**src/rtl/ripple_count_sampler.sv**
```systemverilog
// Samples an asynchronous ripple-counter value into the clk domain, filters ripple
// transients, and reports the accepted count plus wrap/skip/match events.
module ripple_count_sampler #(
    parameter int unsigned WIDTH         = 4,
    parameter int unsigned STABLE_CYCLES = 2
) (
    input  logic             clk,
    input  logic             reset_n,
    input  logic             enable,
    input  logic [WIDTH-1:0] cnt_in,
    input  logic [WIDTH-1:0] match_val,
    input  logic             clr_wraps,
    output logic [WIDTH-1:0] count_q,
    output logic             count_valid,
    output logic             wrap_pulse,
    output logic             skip_pulse,
    output logic             match_pulse,
    output logic [7:0]       wrap_cnt
);

    localparam int unsigned STAB_W = $clog2(STABLE_CYCLES + 1);
    localparam int unsigned WC_W   = 8;
    localparam logic [STAB_W-1:0] STAB_MAX = STAB_W'(STABLE_CYCLES);
    localparam logic [STAB_W-1:0] STAB_ACC = STAB_W'(STABLE_CYCLES - 1);
    localparam logic [WC_W-1:0]   WC_MAX   = '1;

    typedef enum logic {
        ACQUIRE = 1'b0,
        TRACK   = 1'b1
    } state_e;

    state_e            state_q, state_d;
    logic [WIDTH-1:0]  s1_q, s2_q, s3_q;
    logic [2:0]        fill_q;
    logic [STAB_W-1:0] stab_q, stab_d;
    logic [WIDTH-1:0]  count_d;
    logic              valid_d, wrap_d, skip_d, match_d;
    logic [WC_W-1:0]   wrap_cnt_d;
    logic              same_c, acc_c;
    logic [WIDTH-1:0]  delta_c;

    // fill_q keeps the reset contents of the pipe from counting as a sampled value
    assign same_c  = fill_q[2] && (s2_q == s3_q);
    assign acc_c   = enable && same_c && ((stab_q == STAB_ACC) || (stab_q == STAB_MAX))
                     && ((state_q == ACQUIRE) || (s2_q != count_q));
    assign delta_c = s2_q - count_q;

    always_comb begin
        state_d    = state_q;
        stab_d     = '0;
        count_d    = count_q;
        valid_d    = count_valid;
        wrap_d     = 1'b0;
        skip_d     = 1'b0;
        match_d    = 1'b0;
        wrap_cnt_d = wrap_cnt;

        if (same_c) begin
            stab_d = (stab_q == STAB_MAX) ? stab_q : stab_q + STAB_W'(1);
        end

        if (acc_c) begin
            count_d = s2_q;
            valid_d = 1'b1;
            match_d = (s2_q == match_val);
            if (state_q == TRACK) begin
                wrap_d = (s2_q < count_q);
                skip_d = (delta_c > WIDTH'(1));
            end else begin
                state_d = TRACK;
            end
        end

        // wrap_cnt moves on the same edge that raises wrap_pulse; clear wins
        if (clr_wraps) begin
            wrap_cnt_d = '0;
        end else if (wrap_d && (wrap_cnt != WC_MAX)) begin
            wrap_cnt_d = wrap_cnt + WC_W'(1);
        end
    end

    always_ff @(posedge clk or negedge reset_n) begin
        if (!reset_n) begin
            state_q     <= ACQUIRE;
            s1_q        <= '0;
            s2_q        <= '0;
            s3_q        <= '0;
            fill_q      <= '0;
            stab_q      <= '0;
            count_q     <= '0;
            count_valid <= 1'b0;
            wrap_pulse  <= 1'b0;
            skip_pulse  <= 1'b0;
            match_pulse <= 1'b0;
            wrap_cnt    <= '0;
        end else begin
            state_q     <= state_d;
            s1_q        <= cnt_in;
            s2_q        <= s1_q;
            s3_q        <= s2_q;
            fill_q      <= {fill_q[1:0], 1'b1};
            stab_q      <= stab_d;
            count_q     <= count_d;
            count_valid <= valid_d;
            wrap_pulse  <= wrap_d;
            skip_pulse  <= skip_d;
            match_pulse <= match_d;
            wrap_cnt    <= wrap_cnt_d;
        end
    end

endmodule
```
**config.mk**
```make
export PLATFORM = sky130hd
export DESIGN_NAME = ripple_count_sampler
export DESIGN_NICKNAME = d
export VERILOG_FILES = /design/src/rtl/ripple_count_sampler.sv
export SDC_FILE = /design/constraint.sdc
export NUM_CORES = 1
export LEC_CHECK = 0
export ABC_CLOCK_PERIOD_IN_PS = 3300
export CAP_MARGIN = 20
export CELL_PAD_IN_SITES_DETAIL_PLACEMENT = 1
export CELL_PAD_IN_SITES_GLOBAL_PLACEMENT = 2
export CORE_MARGIN = 1.5
export CORE_UTILIZATION = 35
export CTS_BUF_LIST = sky130_fd_sc_hd__clkbuf_4 sky130_fd_sc_hd__clkbuf_8
export DETAILED_ROUTE_END_ITERATION = 8
export MAX_ROUTING_LAYER = met4
export PLACE_DENSITY = 0.8
export SLEW_MARGIN = 10
export SYNTH_ARGS = -nofsm -noshare
export SYNTH_HDL_FRONTEND = slang
export SYNTH_SLANG_ARGS = --single-unit
```
**constraint.sdc**
```tcl
create_clock -name clk -period 3.3 [get_ports clk]
set_clock_uncertainty 0.2 [all_clocks]
set_input_delay 0.825 -clock clk [delete_from_list [all_inputs] [get_ports clk]]
set_output_delay 0.825 -clock clk [all_outputs]
set_load 0.01 [all_outputs]
```
Yosys cells after proc, flatten, opt, wreduce, memory -nomap -nowiden
Index checks and enable logic that the tools add are counted.
{"block": "word_totals", "input_bits": 12, "out_inout_bits": 16, "register_bits": 33, "word_cells": 41}
{"block": "classes", "eq_ne": 7, "bitwise_logic": 1, "mux": 9, "add_sub_neg": 3, "n_lt_le_gt_ge": 2, "n_reduce_logical": 8}
{"op": "8-bit two-way mux", "count": 2}
{"op": "8-bit by 1-bit adder with 8-bit output (second input constant)", "count": 1}
{"op": "4-bit equality test", "count": 2}
{"op": "8-bit inequality test (second input constant)", "count": 1}
{"op": "1-bit logical AND", "count": 5}
{"op": "1-bit two-way mux", "count": 5}
{"op": "4-bit by 1-bit > comparator with 1-bit output (second input constant)", "count": 1}
{"op": "4-bit less-than comparator", "count": 1}
{"op": "2-bit two-way mux", "count": 2}
{"op": "4-bit inequality test", "count": 1}
{"op": "4-bit subtractor", "count": 1}
{"op": "2-bit by 1-bit adder with 2-bit output (second input constant)", "count": 1}
{"op": "2-bit by 1-bit equality test with 1-bit output (second input constant)", "count": 1}
{"op": "2-bit equality test (second input constant)", "count": 1}
{"op": "1-bit logical OR", "count": 2}
{"op": "2-bit inequality test (second input constant)", "count": 1}
{"op": "2-bit nonzero test", "count": 1}
{"op": "1-bit inverter", "count": 1}

Longest topological paths before layout
Gate-level depths: netlist (run 1).
{"block": "logic_depth", "ltp_word": 9, "ltp_mapped": 10, "mapped_depth_nobuf": 9}

Worst setup path after synthesis (run 1)
OpenSTA, ideal clock, no wires.
{"block": "synth_path", "kind": "flip-flop to flip-flop", "start": "register s2_q[0]", "end": "register wrap_cnt[5]", "setup_time_ps": 119, "path_stages_with_launch": 10, "synth_period_minus_slack_ps": 2630, "required_time_ps": 2981, "path_slack_ps": 670, "t_arrival_ps": 2311, "n_path_buf": 0, "path_cell_list": "dfrtp_1 inv_1 ha_1 inv_1 fa_1 a21o_1 a2111oi_4 nand4b_4 o31a_1 o21ba_2"}
{"block": "synth_between", "elab_chain_len": 8, "word_cells_on_any_way": 12, "classes_between": "order compare (1); eq/ne (2); mux (2); reduce/logical (7)"}
{"element": "from (decl)", "line_no": "33", "rtl": "logic [WIDTH-1:0] s1_q, s2_q, s3_q;"}
{"element": "from (signal assigned)", "line_no": "99", "rtl": "s2_q <= s1_q;"}
{"element": "branches (longest 5 deep; another with 4-bit less-than comparator)"}
{"element": "1-bit two-way mux *", "line_no": "62", "rtl": "if (acc_c) begin"}
{"element": "1-bit logical AND *", "line_no": "77", "rtl": "end else if (wrap_d && (wrap_cnt != WC_MAX)) begin"}
{"element": "2-bit nonzero test (no source line) *"}
{"element": "to (signal assigned)", "line_no": "108", "rtl": "wrap_cnt <= wrap_cnt_d;"}
{"element": "to (decl)", "line_no": "18", "rtl": "output logic [7:0] wrap_cnt"}
Every way passes the cells marked *.
A chain may end at the register's enable or synchronous reset.

Worst setup path after layout (run 1)
Ends and elaborated chain as after synthesis.

==> summary by stage, run 1 <==
Floorplanning
The floorplan step set the die height to 67.84 um. In this run the horizontal extent of the chip is approximately 68 um. The number of top-level pins is 28. The floorplan step defined a die boundary enclosing roughly 4600 um^2. The core region is around 4000 um^2. The initial utilization of the core area, before any placement, comes to a little over a third. The number of placement rows is 23.

Place
Detailed placement ended at an HPWL of between 2 and 2.5 mm. Timing analysis after detailed placement gives a worst setup slack of about 470 ps. Summing all placed instances gives a cell area of 1803 um^2. Including well taps, the total number of placed cells is roughly 200. Routability-driven placement finished with a final weighted congestion of about 0.73.

Buffers placed on the I/O ports in this run total 27.

Global route
The global-route wire length before repair is about 5.2 mm. Entering global routing, the biggest net connects 34 pins. The number of antenna violations at the first check in global routing is 0. The via count of the first global-routing pass is 1,111. The total global-route track usage is between 15 and 20%. The remaining global-route overflow is 0.

Layout
The count of cells in the finished layout, fillers not included, comes to just over 200. The summed area of non-filler cells in the final layout is 1894 um^2. The number of nets in the layout is 172.

The area growth from synthesis to layout is 28.74%. The share of final-layout standard cells stronger than drive strength 1 is 12.99%. The antenna diode count is 0. The end-of-flow core utilization is between 40% and 50%.

Yosys
For this run, the register share of the synthesized area comes to 56.12%. The number of distinct library cells after synthesis is 36. The fraction of post-synthesis cell area in the top cell type by area is a little under three fifths. Yosys attributes the largest share of cell area to sky130_fd_sc_hd__dfrtp_1, sky130_fd_sc_hd__ha_1, sky130_fd_sc_hd__xnor2_1. The total of warnings raised by yosys is 0. The average size of a mapped cell is about 12 um^2.

Counting instances in the post-synthesis netlist gives the leading cell types as sky130_fd_sc_hd__dfrtp_1, sky130_fd_sc_hd__inv_1, sky130_fd_sc_hd__nor2_1. The post-synthesis instance area is 1471 um^2. The share of synthesized registers carrying an async set or reset is between 90% and 100%.

The number of enable-type register cells in the synthesized netlist is 0. The post-synthesis instance total is 120. Synthesis inferred 33 register bits. The post-synthesis net count is between 100 and 150. For this run, the leading register cell type out of synthesis is sky130_fd_sc_hd__dfrtp_1.

By instance count, the leading cell after synthesis is sky130_fd_sc_hd__dfrtp_1. The largest total area in the synthesized netlist belongs to sky130_fd_sc_hd__dfrtp_1.

Clock tree
The number of buffers created by CTS is 5. The number of gates resized after CTS is 0. The longest clock path from root to sink contains 2 buffers. The clock-pin slew reported for the worst setup and hold paths after clock tree synthesis is around 70 ps.

The tree is rooted in a sky130_fd_sc_hd__clkbuf_8. The H-tree was split into 2 levels. The worst-skew pair later-pin latency is 290 ps. For this design, the sink count on the clock tree is 33. The number of hold buffers added after CTS was 0. Once the clock tree was built, the setup fixing pass inserted 0 buffers. TritonCTS built the clock tree.

Route
The detailed router placed ~1,000 vias in this run. The via density per instance is just under 5. The first routing iteration left 24 violations. The number of iterations in the first detailed-routing pass is 3. The post-detailed-route wirelength per cell is 14.62 um. The number of nets with antenna violations after detailed routing is 0. The final routed wirelength across all metal layers is approximately 3 mm.

The final routed DRC violation total is 0.

Timing
The worst hold slack after final layout is 150.1 ps. Setup repair after global routing left no endpoint under its margin. The final number of max-transition violations was 0.

The number of hold-slack violations in the final timing report is 0. The timing-limited maximum frequency is between 300 and 400 MHz. The post-route fraction of the period consumed by the critical path is about 85%. Adding up every negative setup slack in the final design gives 0 ps. After layout, the worst setup slack is about 500 ps. The routed design could run at a clock period as short as between 2000 and 3000 ps. Setup violations remaining at the end of the flow were counted as 0.

Worst setup path
The critical path goes through inv_1 > ha_1 > inv_1 > fa_1 > a21o_1 > a2111oi_4 > nand4b_4 > o31a_1 > o21ba_2. The number of buffer and inverter instances along the worst setup path is 2. The maximum fanout along the worst path is 10. On the critical path the largest part of the delay comes from compound AO/OA/AOI/OAI gates.

Data arrives at the worst endpoint at between 2000 and 3000 ps. For this design, the slowest cell found on the critical path is sky130_fd_sc_hd__dfrtp_1. STA puts the critical path data required time at roughly 3300 ps.

The worst setup path is captured at a register. The largest single stage delay on the critical path is between 400 and 500 ps. The cell that appears most often on the critical path is sky130_fd_sc_hd__inv_1. The path type of the worst setup path is reg -> reg. The critical path launch point type is a register.

Min path
In this run the worst hold path is classified as reg -> reg.

Pwr
The post-layout total power is ~790 uW. Across the VDD grid, the largest voltage drop is ~0.27 mV. Summed over all cells, the static leakage comes to ~0.82 nW.

In this run the power density over the cells is 416.7 nW/um^2.

Job
Across the run, the number of max-cap violations was 0.

Status
The flow ran to the end, and the final reports show no timing, DRC or antenna violations.
sequential cells by signal, indices dropped and copies added, names as in the netlist:
| register | count |
|---|---|
| s3_q | 4 |
| state_q | 1 |
| stab_q | 2 |
| skip_pulse | 1 |
| wrap_cnt | 8 |
| s2_q | 4 |
| s1_q | 4 |
| count_q | 4 |
| wrap_pulse | 1 |
| fill_q | 3 |
| match_pulse | 1 |
power breakdown:
part / total, mW / switching (mW) / internal, mW
Combinational: 0.0592 / 0.0286 / 0.0306
Clock: 0.305 / 0.157 / 0.148
Sequential: 0.425 / 0.00940 / 0.416
Total: 0.789 / 0.195 / 0.594
per-layer routing:
metal  up-vias  global-route usage (%)  wire, um
li1        480                       -         -
met2        19                   27.70      1622
met5         -                       -         0
met1       507                   17.25      1198
met4         0                   8.000        38
met3         4                   5.263       123
final cells by class:
class / count / area, um^2
fill: 446 / 2135
timing repair buffer: 28 / 277.8
multi-input combinational: 75 / 599.3
tap: 50 / 62.56
clock buffer: 5 / 68.82
inverter: 10 / 37.54
sequential: 33 / 825.8
clock inverter: 3 / 22.52
worst reg2reg max path, delay by kind of cell (launching register included):
kind                       cells  cell delay (ps)
adders and majority gates      2              530
AOI/OAI and AO/OA              4             1150
and+or+nand+nor                1              230
buffers and inverters          2              140
DFF                            1              440
layout by cell type (no fill, tap or decap), types with 2 or more instances in the layout:
| cell type | synthesis | routed |
|---|---|---|
| sky130_fd_sc_hd__nand2_1 | 3 | 3 |
| sky130_fd_sc_hd__o21ai_0 | 3 | 3 |
| sky130_fd_sc_hd__ha_1 | 6 | 6 |
| sky130_fd_sc_hd__or3_1 | 3 | 3 |
| sky130_fd_sc_hd__clkdlybuf4s50_1 | 0 | 27 |
| sky130_fd_sc_hd__xnor2_1 | 6 | 6 |
| sky130_fd_sc_hd__a211oi_1 | 2 | 2 |
| sky130_fd_sc_hd__nor3_1 | 4 | 4 |
| sky130_fd_sc_hd__clkinvlp_4 | 0 | 3 |
| sky130_fd_sc_hd__nand4_1 | 2 | 2 |
| sky130_fd_sc_hd__mux2_2 | 4 | 4 |
| sky130_fd_sc_hd__xor2_1 | 6 | 6 |
| sky130_fd_sc_hd__nor2_1 | 8 | 8 |
| sky130_fd_sc_hd__and3_1 | 2 | 2 |
| sky130_fd_sc_hd__nand3_1 | 3 | 3 |
| sky130_fd_sc_hd__clkbuf_8 | 0 | 5 |
| sky130_fd_sc_hd__a21oi_1 | 5 | 5 |
| sky130_fd_sc_hd__dfrtp_1 | 33 | 33 |
| sky130_fd_sc_hd__inv_1 | 10 | 10 |
worst paths after layout:
check / to / depth (start not counted) / slack, ps / startpoint
max in group asynchronous: stab_q[0] / 2 / 1880 / reset_n
max: wrap_cnt[5] / 9 / 500 / s2_q[0]
min reg2reg: fill_q[1] / 0 / 150 / fill_q[0]
min in group asynchronous: wrap_cnt[0] / 2 / 730 / reset_n
min: fill_q[1] / 0 / 150 / fill_q[0]
max reg2reg: wrap_cnt[5] / 9 / 500 / s2_q[0]
cell families after synthesis:
family,count (synthesis),synth area share (%)
AOI/OAI and AO/OA,17,9.184
xor gates and xnor gates,12,7.143
adders and majority gates,7,6.463
buffers and inverters,12,3.146
DFF,33,56.12
muxes,5,3.741
other,1,0.2549
and+or+nand+nor,33,13.95
Power figures use the tool's default switching activity.
==> inputs of run 2 (changes only) <==
--- a/config.mk
+++ b/config.mk
@@ -5,16 +5,16 @@
 export SDC_FILE = /design/constraint.sdc
 export NUM_CORES = 1
 export LEC_CHECK = 0
-export ABC_CLOCK_PERIOD_IN_PS = 3300
+export ABC_CLOCK_PERIOD_IN_PS = 2500
 export CAP_MARGIN = 20
 export CELL_PAD_IN_SITES_DETAIL_PLACEMENT = 1
 export CELL_PAD_IN_SITES_GLOBAL_PLACEMENT = 2
 export CORE_MARGIN = 1.5
-export CORE_UTILIZATION = 35
+export CORE_UTILIZATION = 32
 export CTS_BUF_LIST = sky130_fd_sc_hd__clkbuf_4 sky130_fd_sc_hd__clkbuf_8
 export DETAILED_ROUTE_END_ITERATION = 8
 export MAX_ROUTING_LAYER = met4
-export PLACE_DENSITY = 0.8
+export PLACE_DENSITY = 0.77
 export SLEW_MARGIN = 10
 export SYNTH_ARGS = -nofsm -noshare
 export SYNTH_HDL_FRONTEND = slang
==> constraint.sdc (replaced) <==
create_clock -name clk -period 2.5 [get_ports clk]
set_clock_uncertainty 0.2 [all_clocks]
set_input_delay 0.625 -clock clk [delete_from_list [all_inputs] [get_ports clk]]
set_output_delay 0.625 -clock clk [all_outputs]
set_load 0.01 [all_outputs]
==> run 2 against run 1 <==
  * The run now ends with setup timing left
  * Non-clock buffer count grew 10
  * First-iteration DRC count grew 50%
  * Worst setup slack lost 570 ps
  * Clock power grew 64%
  * Design area grew 5.8%
  * Register-to-register slack lost 570 ps
  * Fmax grew 8.8%
  * Sequential cell count is the same
  * Clock-buffer cell count is the same
  * Critical path type unchanged
  * Critical endpoint is now wrap_cnt[3]
  * Largest cell class unchanged
  * Largest power group unchanged
==> summary by stage, run 2 (synthesis gave the netlist of run 1 again) <==
Timing
The post-route fraction of the period consumed by the critical path is 102.8% (+18 points). The final setup slack of the worst path is -69.17 ps (-573.2 ps). The final number of max-transition violations was 0 (unchanged). Setup repair after global routing could not meet its margin everywhere.

The timing-limited maximum frequency is 389.2 MHz (+8.8%). The post-route setup TNS is -131.5 ps (-131.5 ps). The number of endpoints failing setup at the final stage is 4 (+4). The number of hold-slack violations in the final timing report is 0 (unchanged). The minimum clock period after layout is 2569 ps (-226.8 ps).

Route
The final routed DRC violation total was 0 (unchanged). The number of nets with antenna violations after detailed routing is 0 (unchanged). The detailed-route via count was 1,055 (+4.5%).

The final routed wirelength across all metal layers is 3.127 mm (+4.9%). The number of iterations in the first detailed-routing pass is 4 (+1). The post-detailed-route wirelength per cell is 14.48 um (-0.96%). The via density per instance is 4.884 (-1.3%). The iteration-0 DRC count of the detailed router is 36 (+50%).

Clock tree
The number of buffers created by CTS was 5 (unchanged). The worst-skew pair later-pin latency is 290 ps (about the same). The cell at the root of the clock tree is sky130_fd_sc_hd__clkbuf_8. TritonCTS built the clock tree. The clock-pin slew reported for the worst setup and hold paths after clock tree synthesis is 70 ps (about the same). The cts-stage hold buffer count is 0 (unchanged). The total clock sinks is 33 (unchanged).

The depth of the CTS H-tree is 2 (unchanged). The number of buffers on the longest clock path came to 2 (unchanged).

Worst setup path
The end of the worst register-to-register path is wrap_cnt[3]. The critical path in this run is classified as reg -> reg. The critical path launch point type is a register. The worst setup path is captured at a register. The startpoint identified for the worst register-to-register timing path is s2_q[0].

The cell depth of the worst flop-to-flop path is 9 (unchanged). The critical path ends at wrap_cnt[3]. The data required time at the worst endpoint is 2510 ps (-770 ps).

The critical path arrival is 2580 ps (-200 ps). The worst setup slack for register-to-register paths is -70 ps (-570 ps). The origin of the worst setup path is s2_q[0].

The maximum fanout along the worst path came to 8 (-2).

Layout
The antenna diode count is 0 (unchanged). The synthesis-to-finish area growth is 36.22%. The commonest non-fill, non-tap cell in the layout is sky130_fd_sc_hd__dfrtp_1. The flip-flop count of the largest register, all copies and words added came to 8 (unchanged). The top cell types in the final layout, fill and taps aside, are sky130_fd_sc_hd__dfrtp_1, sky130_fd_sc_hd__clkdlybuf4s50_1, sky130_fd_sc_hd__buf_4.

The count of filler cells inserted in the layout is 465 (+4.3%). The number of nets in the layout was 182 (+5.8%). wrap_cnt holds more flip-flops than any other register. The share of final-layout standard cells stronger than drive strength 1 is 20.73% (+7.7 points).

The end-of-flow core utilization came to 45.72% (-1.3 points).

Pwr
The share of total power in combinational logic is 7.8% (+0.3 points). The share of power burned in registers is 48.6% (-5.3 points). The fraction of power consumed by the clock network is 43.6% (+5.0 points). The total net switching power is 254.5 uW (+30%). The largest vdd supply drop is 0.3587 mV (+33%). The cell area power density is 572.7 nW/um^2 (+37%). The fraction of power spent switching nets is 22.17% (-2.6 points). The internal power of the cells is 893.4 uW (+50%).

The post-layout total power is 1.148 mW (+45%). The leakage power of the design is 0.8865 nW (+8.5%).

Global route
The number of antenna violations at the first check in global routing is 0 (unchanged). The global-route wire length before repair is 5.478 mm (+6.0%). The pin count of the biggest net entering global routing is 34 (unchanged).

The remaining global-route overflow is 0 (unchanged). The via count of the first global-routing pass came to 1,162 (+4.6%). The total global-route track usage is 14.66% (-1.7 points).

Floorplanning
The chip height is 70.81 um (+4.4%). The number of placement rows came to 24 (+4.3%). The die span in x is 70.81 um (+4.4%).

The area enclosed by the die boundary was 5014 um^2 (+8.9%). The core box area came to 4384 um^2 (+8.8%). The effective utilization at floorplan is 33.56% (-3.0 points). The number of top-level pins is 28 (unchanged).

Status
The flow ran to the end, but the final reports show violations. The final reports fail on setup timing.

Job
The reported max-cap violation count is 0 (unchanged).

Min path
In this run the worst hold path is classified as reg -> reg.

Place
The final weighted congestion in routability-driven placement is 0.7679 (+5.1%). The worst slack at placement is -14.07 ps (-487.3 ps). The placed wire-length estimate after detailed placement is 2.337 mm (about the same). The total of buffers placed on input and output ports came to 27 (unchanged).
## run 2: final cells by class
type                    count  area (um^2)  area share, %
repair buffers             38        352.8          17.60
flip-flops and latches     33        825.8          41.20
well taps                  52        65.06          3.246
clock inverters             3        46.29          2.310
multi-input cells          75        608.1          30.34
inverters                  10        37.54          1.873
clock buffers               5        68.82          3.433
## run 2: critical path, cell delays in order, from the launching register on
cell and delay [ps]:
sky130_fd_sc_hd__dfrtp_1 380, sky130_fd_sc_hd__inv_1 60, sky130_fd_sc_hd__ha_2 170, sky130_fd_sc_hd__inv_2 50, sky130_fd_sc_hd__fa_2 330, sky130_fd_sc_hd__a21o_1 210, sky130_fd_sc_hd__a2111oi_4 370, sky130_fd_sc_hd__nand4b_4 190
sky130_fd_sc_hd__or3_1 400, sky130_fd_sc_hd__a21oi_2 140
## run 2: what timing repair did
action                                  in CTS  in global routing
cloned                                       0                  0
endpoints found under the setup margin       4                  8
pin swaps                                    1                  1
gates resized for setup                      1                  3
setup buffers                                1                  2
## run 2: worst min-delay path by stage
stage	startpoint	endpoint	slack, ps	depth (start not counted)
floorplan	reset_n	count_q[0]	130	0
detailed placement	s1_q[3]	s2_q[3]	140	0
global placement	fill_q[1]	fill_q[2]	130	0
finish	s1_q[3]	s2_q[3]	150	0
global route	s1_q[2]	s2_q[2]	160	0
CTS	s1_q[3]	s2_q[3]	150	0
## run 2: per-layer routing
| metal | up-vias | part of all wire, % | track usage [%] |
|---|---|---|---|
| met2 | 19 | 50 | 23.26 |
| li1 | 499 | - | - |
| met3 | 8 | 4.3 | 5.128 |
| met5 | - | 0 | - |
| met4 | 0 | 2.0 | 5.660 |
| met1 | 529 | 44 | 17.14 |
## run 2: power by group through the flow
stage	Clock [mW]	Sequential (mW)	Combinational [mW]
3_3_place_gp	0	0.567	0.0868
4_1_cts	0.513	0.558	0.0913
5_1_grt	0.535	0.559	0.100
3_5_place_dp	0	0.568	0.0907
2_1_floorplan	0	0.569	0.0382
6_report	0.500	0.557	0.0900
## run 2: per-stage QoR
step | area [um^2] | hold WS [ps] | std cells
final | 2004 | 149.4 | 216
after global routing | 2004 | 158.8 | 216
after CTS | 1983 | 153.2 | 214
after detailed placement | 1861 | 135.6 | 205
after global placement | 1861 | 132.3 | 205
after floorplan | 1474 | 129.4 | 120
